$ cat src/rtl/ps2_kbd_sender_pkg.sv
// Shared PS/2 sender types: FSM state encoding and frame construction.
// Used by ps2_kbd_sender and its testbench.
package ps2_pkg;

   typedef enum logic [1:0] {
      IDLE = 2'd0,
      HIGH = 2'd1,
      LOW  = 2'd2,
      GAP  = 2'd3
   } ps2_state_e;

   localparam int   FRAME_BITS = 11;
   localparam logic START_BIT  = 1'b0;
   localparam logic STOP_BIT   = 1'b1;

   // Frame bit 0 goes on the wire first.
   function automatic logic [FRAME_BITS-1:0] ps2_frame(
      input logic [7:0] b
   );
      return {STOP_BIT, ~^b, b, START_BIT};
   endfunction

endpackage

$ cat src/rtl/ps2_kbd_sender_if.sv
// Byte-push valid/ready handshake into the PS/2 sender buffer.
// The producer uses the master modport, the sender uses the slave modport.
interface ps2_kbd_sender_if;

   logic [7:0] tx_data;
   logic       tx_valid;
   logic       tx_ready;

   modport master (
      output tx_data,
      output tx_valid,
      input  tx_ready
   );

   modport slave (
      input  tx_data,
      input  tx_valid,
      output tx_ready
   );

endinterface

$ cat src/rtl/ps2_kbd_sender_tx_fifo.sv
// Synchronous byte FIFO with peek-at-head, registered full flag and count.
// Push is refused whenever full, even when a pop happens in the same cycle.
module ps2_tx_fifo #(
   parameter  int DEPTH = 4,
   localparam int AW    = $clog2(DEPTH),
   localparam int CW    = AW + 1
) (
   input  logic          clk,
   input  logic          rst,
   input  logic          i_push,
   input  logic [7:0]    i_wdata,
   input  logic          i_pop,
   output logic [7:0]    o_head,
   output logic          o_empty,
   output logic          o_full,
   output logic [CW-1:0] o_count
);

   logic [7:0]    r_mem [DEPTH];
   logic [AW-1:0] r_wptr;
   logic [AW-1:0] r_rptr;
   logic [CW-1:0] r_count;
   logic          r_full;
   logic          w_push;
   logic          w_pop;
   logic [CW-1:0] w_next_count;

   assign w_push = i_push && !r_full;
   assign w_pop  = i_pop && (r_count != '0);

   always_comb begin
      w_next_count = r_count;
      if (w_push && !w_pop)
         w_next_count = r_count + CW'(1);
      else if (!w_push && w_pop)
         w_next_count = r_count - CW'(1);
   end

   always_ff @(posedge clk or posedge rst) begin
      if (rst) begin
         r_wptr  <= '0;
         r_rptr  <= '0;
         r_count <= '0;
         r_full  <= 1'b0;
      end else begin
         if (w_push)
            r_wptr <= r_wptr + AW'(1);
         if (w_pop)
            r_rptr <= r_rptr + AW'(1);
         r_count <= w_next_count;
         r_full  <= (w_next_count == CW'(DEPTH));
      end
   end

   // Storage needs no reset; the count gates every read.
   always_ff @(posedge clk) begin
      if (w_push)
         r_mem[r_wptr] <= i_wdata;
   end

   assign o_head  = r_mem[r_rptr];
   assign o_empty = (r_count == '0);
   assign o_full  = r_full;
   assign o_count = r_count;

endmodule

$ cat src/rtl/ps2_kbd_sender.sv
// Device-side PS/2 keyboard transmitter: buffered bytes out as 11-bit frames.
// Define PS2_KBD_SENDER_ERRINJ_EN to add err_inject/err_sent parity fault hooks.
module ps2_kbd_sender
   import ps2_pkg::*;
#(
   parameter  int HALF_PERIOD = 2500,
   parameter  int GAP_CYCLES  = 5000,
   parameter  int FIFO_DEPTH  = 4,
   localparam int CW          = $clog2(FIFO_DEPTH) + 1
) (
   input  logic           clk,
   input  logic           clrn,
   ps2_kbd_sender_if.slave tx,
   input  logic           host_inhibit,
`ifdef PS2_KBD_SENDER_ERRINJ_EN
   input  logic           err_inject,
   output logic           err_sent,
`endif
   output logic           ps2_clk,
   output logic           ps2_data,
   output logic           busy,
   output logic [CW-1:0]  fifo_count
);

   localparam int TMAX = (HALF_PERIOD > GAP_CYCLES) ? HALF_PERIOD : GAP_CYCLES;
   localparam int TW   = $clog2(TMAX + 1);

   ps2_state_e            r_state;
   logic [TW-1:0]         r_cnt;
   logic [3:0]            r_bit_idx;
   logic [FRAME_BITS-1:0] r_frame;
   logic                  r_clk;
   logic                  r_data;

   logic [7:0]            w_head;
   logic                  w_empty;
   logic                  w_full;
   logic                  w_pop;
   logic                  w_start;
   logic                  w_half_done;
   logic                  w_gap_done;
   logic                  w_last_bit;
   logic                  w_abort;
   logic                  w_flip;
   logic [FRAME_BITS-1:0] w_frame;

   ps2_tx_fifo #(
      .DEPTH (FIFO_DEPTH)
   ) u_fifo (
      .clk     (clk),
      .rst     (clrn),
      .i_push  (tx.tx_valid),
      .i_wdata (tx.tx_data),
      .i_pop   (w_pop),
      .o_head  (w_head),
      .o_empty (w_empty),
      .o_full  (w_full),
      .o_count (fifo_count)
   );

   assign tx.tx_ready = !w_full;

   assign w_half_done = (r_cnt == TW'(HALF_PERIOD - 1));
   assign w_gap_done  = (r_cnt == TW'(GAP_CYCLES - 1));
   assign w_last_bit  = (r_bit_idx == 4'd10);
   assign w_abort     = host_inhibit && !w_last_bit;
   assign w_start     = (r_state == IDLE) && !w_empty && !host_inhibit;
   // The head byte leaves the buffer only once its stop bit is complete.
   assign w_pop       = (r_state == LOW) && w_half_done && w_last_bit;

`ifdef PS2_KBD_SENDER_ERRINJ_EN
   logic r_err_frame;
   logic r_err_sent;

   assign w_flip   = err_inject;
   assign err_sent = r_err_sent;

   always_ff @(posedge clk or posedge clrn) begin
      if (clrn) begin
         r_err_frame <= 1'b0;
         r_err_sent  <= 1'b0;
      end else begin
         if (w_start)
            r_err_frame <= err_inject;
         if (w_pop && r_err_frame)
            r_err_sent <= 1'b1;
      end
   end
`else
   assign w_flip = 1'b0;
`endif

   assign w_frame = ps2_frame(w_head) ^ {1'b0, w_flip, 9'd0};

   always_ff @(posedge clk or posedge clrn) begin
      if (clrn) begin
         r_state   <= IDLE;
         r_cnt     <= '0;
         r_bit_idx <= '0;
         r_frame   <= '1;
         r_clk     <= 1'b1;
         r_data    <= 1'b1;
      end else begin
         unique case (r_state)
            IDLE: begin
               r_clk <= 1'b1;
               if (w_start) begin
                  r_state   <= HIGH;
                  r_cnt     <= '0;
                  r_bit_idx <= '0;
                  r_frame   <= w_frame;
                  r_data    <= w_frame[0];
               end else begin
                  r_data <= 1'b1;
               end
            end
            HIGH: begin
               if (w_abort) begin
                  r_state <= GAP;
                  r_cnt   <= '0;
                  r_clk   <= 1'b1;
                  r_data  <= 1'b1;
               end else if (w_half_done) begin
                  r_state <= LOW;
                  r_cnt   <= '0;
                  r_clk   <= 1'b0;
               end else begin
                  r_cnt <= r_cnt + TW'(1);
               end
            end
            LOW: begin
               if (w_abort) begin
                  r_state <= GAP;
                  r_cnt   <= '0;
                  r_clk   <= 1'b1;
                  r_data  <= 1'b1;
               end else if (w_half_done) begin
                  r_cnt <= '0;
                  r_clk <= 1'b1;
                  if (w_last_bit) begin
                     r_state <= GAP;
                     r_data  <= 1'b1;
                  end else begin
                     r_state   <= HIGH;
                     r_bit_idx <= r_bit_idx + 4'd1;
                     r_data    <= r_frame[r_bit_idx + 4'd1];
                  end
               end else begin
                  r_cnt <= r_cnt + TW'(1);
               end
            end
            GAP: begin
               r_clk  <= 1'b1;
               r_data <= 1'b1;
               // Inhibit pins the counter so the whole gap restarts on release.
               if (host_inhibit) begin
                  r_cnt <= '0;
               end else if (w_gap_done) begin
                  r_state <= IDLE;
                  r_cnt   <= '0;
               end else begin
                  r_cnt <= r_cnt + TW'(1);
               end
            end
            default: begin
               r_state <= IDLE;
            end
         endcase
      end
   end

   assign ps2_clk  = r_clk;
   assign ps2_data = r_data;
   assign busy     = (r_state != IDLE);

endmodule
$ cat src/flat_wrapper.sv
// flat-port wrapper written by rule: the top's interface ports become plain ports
module ps2_kbd_sender_flat import ps2_pkg::*;
#(
   parameter  int HALF_PERIOD = 2500,
   parameter  int GAP_CYCLES  = 5000,
   parameter  int FIFO_DEPTH  = 4,
   localparam int CW          = $clog2(FIFO_DEPTH) + 1
)
  (clk, clrn, host_inhibit, ps2_clk, ps2_data, busy, fifo_count, tx_tx_data, tx_tx_valid, tx_tx_ready);
  ps2_kbd_sender_if tx_i ();
  input  logic clk;
  input  logic clrn;
  input  logic host_inhibit;
  output logic ps2_clk;
  output logic ps2_data;
  output logic busy;
  output logic [CW-1:0] fifo_count;
  input wire logic [$bits(tx_i.tx_data)-1:0] tx_tx_data;
  input wire logic [$bits(tx_i.tx_valid)-1:0] tx_tx_valid;
  output wire logic [$bits(tx_i.tx_ready)-1:0] tx_tx_ready;
  assign tx_i.tx_data = tx_tx_data;
  assign tx_i.tx_valid = tx_tx_valid;
  assign tx_tx_ready = tx_i.tx_ready;
  ps2_kbd_sender #(.HALF_PERIOD(HALF_PERIOD), .GAP_CYCLES(GAP_CYCLES), .FIFO_DEPTH(FIFO_DEPTH)) u_core (.clk(clk), .clrn(clrn), .tx(tx_i), .host_inhibit(host_inhibit), .ps2_clk(ps2_clk), .ps2_data(ps2_data), .busy(busy), .fifo_count(fifo_count));
endmodule
$ cat config.mk
export PLATFORM = sky130hd
export DESIGN_NAME = ps2_kbd_sender_flat
export DESIGN_NICKNAME = d
export VERILOG_FILES = /design/src/rtl/ps2_kbd_sender_pkg.sv /design/src/rtl/ps2_kbd_sender_if.sv /design/src/rtl/ps2_kbd_sender_tx_fifo.sv /design/src/rtl/ps2_kbd_sender.sv /design/src/flat_wrapper.sv
export SDC_FILE = /design/constraint.sdc
export NUM_CORES = 1
export LEC_CHECK = 0
export ABC_AREA = 1
export ABC_CLOCK_PERIOD_IN_PS = 2800
export BUFFER_PORTS_ARGS = -buffer_cell sky130_fd_sc_hd__buf_4
export CAP_MARGIN = 20
export CELL_PAD_IN_SITES_DETAIL_PLACEMENT = 2
export CELL_PAD_IN_SITES_GLOBAL_PLACEMENT = 2
export CORE_UTILIZATION = 30
export CTS_BUF_LIST = sky130_fd_sc_hd__clkbuf_16
export DETAILED_ROUTE_END_ITERATION = 8
export PLACE_DENSITY = 0.64
export SYNTH_ARGS = -nofsm -noshare
export SYNTH_HDL_FRONTEND = slang
export SYNTH_HIERARCHICAL = 1
export SYNTH_SLANG_ARGS = --single-unit
$ cat constraint.sdc
create_clock -name clk -period 2.8 [get_ports clk]
set_input_delay 0.14 -clock clk [delete_from_list [all_inputs] [get_ports clk]]
set_output_delay 0.14 -clock clk [all_outputs]
set_load 0.02 [all_outputs]
==> reports/qor.csv <==
metric;value;unit
hold_path.startpoint;host_inhibit;
r2r_cells;11;
period_needed;2.219;ns
ys_warn_count;6;
numCtsBuffers;9;
syn_area;3880;µm²
dpl.hpwl;7025;µm
avgViaCountPerCell;4.591;
pre_cts_slack;0.5980;ns
vias;2906;
regToRegSetupSlack;0.58;ns
h-tree-depth;3;
grt_max_degree;32;
synth_cell_types;34;
cp_max_fo;8;
grt_pass1_wl;16420;µm
place_congestion;0.7655;
hold_viol_final;0;
core.rowCount;41;
cp.required;3.04;ns
maxCapViolCount;0;
whs_endpoint;u_core/ps2_clk;
syn_area_per_cell;9.129;µm²
setup.worst_path.start_class;flop;
min_path_type;primary input to flop;
fill_cells;1462;
power.total;4.243;mW
io_pins;19;
crit_path_end_kind;flop;
die_w;115.7;µm
cts_max_path_buffers;2;
drt_first_pass_iters;4;
post_drt_wl_per_cell;15.21;µm
setup_viol;0;
finalNetCount;484;
final_common_cell;nand2_1;
port_buffers;18;
rsz0062_at_grt;false;
cts_num_sinks;71;
layout_common_cells;nand2_1, inv_1, nor2_1, edfxtp_1, dfrtp_1;
grt_overflow;0;
setup_slack;0.5807;ns
root_buffer;clkbuf_16;
first_global_vias;3207;
drv_slew;0;
fmax;450.6;MHz
skew;0.01087;ns
slew_headroom;44.49;%
status;finished, final reports clean;
final_cell_area;4594;µm²
peakVddDrop;0.3580;mV
initial_core_util;30.75;%
drt_iter0_drc;79;
hold_path_depth;3;
power_leakage;1.962;nW
place_area;4194;µm²
area_delta_synth_final;18.41;%
syn_nets;453;
coreArea;12620;µm²
syn_inst;425;
worstSetupPathType;flop to flop;
die_y;115.7;µm
die_area;13390;µm²
tritoncts;built;
period_share;79.26;%
drive_gt1_share;22.34;%
antenna_left;0;
p_per_area;923.6;nW/µm²
finalSetupTns;0;ns
drc;0;
worst-slew-pin-transition;0.8296;ns
cts.reportedPaths.clkPinSlew;0.06;ns
rr_startpoint;u_core/r_state[0];
cp_data_arrival_time;2.46;ns
n_antenna_cell;0;
r2r-end;u_core/u_fifo/o_full;
grt_usage;16.64;%
routed_wl;9629;µm
synth_seq_cells;71;
antenna_found_initial;0;
insertion_delay;0.35;ns
yosysSeqAreaShare;50.31;%
==> cells by family after synthesis <==
kind of cell | Yosys count | share of synthesized area [%]
AND/OR/NAND/NOR | 198 | 26.12
flip-flops | 71 | 50.31
buffers and inverters | 72 | 7.417
AO/OA/AOI/OAI | 52 | 7.385
adder cells (fa/ha/maj) | 16 | 5.160
XOR/XNOR | 16 | 3.612
==> layer usage <==
| metal | up-vias | wire (µm) | part of all wire, % | global-route usage, % |
|---|---|---|---|---|
| li1 | 1440 | - | - | - |
| met1 | 1427 | 4212 | 44 | 18.90 |
| met2 | 26 | 5036 | 52 | 29.94 |
| met3 | 13 | 178 | 1.8 | 2.981 |
| met4 | 0 | 202 | 2.1 | 8.462 |
| met5 | - | 0 | 0 | 0 |
==> worst max-delay path, stage by stage, from the launching register on <==
cell,delay (ns)
dfrtp_1,0.47
inv_1,0.15
ha_1,0.33
inv_1,0.14
nor3_1,0.36
inv_1,0.13
nor2_4,0.17
nand2_4,0.08
nand3_1,0.10
nand3_2,0.07
nand2_1,0.08
nor2_2,0.03
==> flip-flops by register name, indices dropped and copies added (netlist names) <==
register and count:
u_core/u_fifo/r_rptr 2, u_core/ps2_clk 1, u_core/r_frame 10, u_core/u_fifo/r_wptr 2, u_core/r_cnt 13, u_core/r_bit_idx 4, u_core/u_fifo/o_full 1, u_core/u_fifo/r_mem 32
u_core/u_fifo/o_count 3, u_core/r_state 2, u_core/ps2_data 1
==> what timing repair did <==
item / in CTS / in global routing
resized for setup: 0 / 0
hold endpoints to repair: 59 / 0
setup buffers: 0 / 0
hold buffers: 9 / 0
==> how the worst max path moves through the flow <==
stage | start | endpoint | depth (start not counted) | slack, ns
after floorplan | u_core/r_state[0] | u_core/u_fifo/o_full | 12 | 0.89
after global placement | u_core/r_bit_idx[0] | u_core/u_fifo/o_full | 11 | 0.65
after detailed placement | u_core/r_bit_idx[0] | u_core/u_fifo/o_full | 11 | 0.60
after CTS | u_core/r_state[0] | u_core/u_fifo/o_full | 11 | 0.57
after global routing | u_core/r_state[0] | u_core/u_fifo/o_full | 11 | 0.36
final | u_core/r_state[0] | u_core/u_fifo/o_full | 11 | 0.58
==> cell type report <==
class	count	area [µm²]	share of cell area (%)
Clock buffer	9	225.2	4.902
Clock inverter	7	85.08	1.852
Inverter	63	236.5	5.147
Multi-Input combinational cell	282	1640	35.70
Sequential cell	71	1952	42.48
Tap cell	172	215.2	4.684
Timing Repair Buffer	29	240.2	5.229
==> stage by stage <==
stage                     util (%)  instances  hold slack (ns)
after floorplan                  -        425         -0.04434
after global placement       33.23        608           0.1249
after detailed placement     33.23        608           0.1285
after CTS                    36.41        633          0.04007
after global routing         36.41        633          0.06847
final                        36.41        633          0.05532
==> Yosys cell counts <==
cell type / number / area share (%)
o21ai_1: 11 / 1.4
nand3_2: 15 / 3.9
nor2_1: 33 / 3.2
inv_2: 11 / 1.1
dfrtp_1: 27 / 17
nor2_4: 4 / 1.2
dfstp_2: 12 / 8.1
xnor2_1: 7 / 1.6
o22ai_1: 8 / 1.3
buf_4: 1 / 0.19
nand2_2: 9 / 1.5
buf_2: 5 / 0.64
nand2_1: 92 / 8.9
nor2_2: 6 / 0.97
nand4_1: 6 / 0.97
clkbuf_1: 2 / 0.19
nand3b_1: 2 / 0.39
nand2_4: 3 / 0.87
and2_4: 1 / 0.23
buf_6: 1 / 0.29
nor3_1: 3 / 0.39
a21oi_2: 3 / 0.68
xor2_1: 9 / 2.0
ha_1: 16 / 5.2
nor3_2: 2 / 0.52
a31oi_1: 2 / 0.32
edfxtp_1: 32 / 25
clkinv_1: 3 / 0.29
a22oi_1: 1 / 0.19
nand3_1: 21 / 2.7
nand3b_4: 1 / 0.52
o21ai_0: 26 / 3.4
a21oi_1: 1 / 0.13
inv_1: 49 / 4.7
==> report_power, final <==
part	switching, mW	internal, mW	leakage (nW)
clock network	0.509	0.710	0.153
registers	0.165	1.41	0.781
logic	0.963	0.491	1.03
Note: power is estimated with default switching activity, not from simulation.
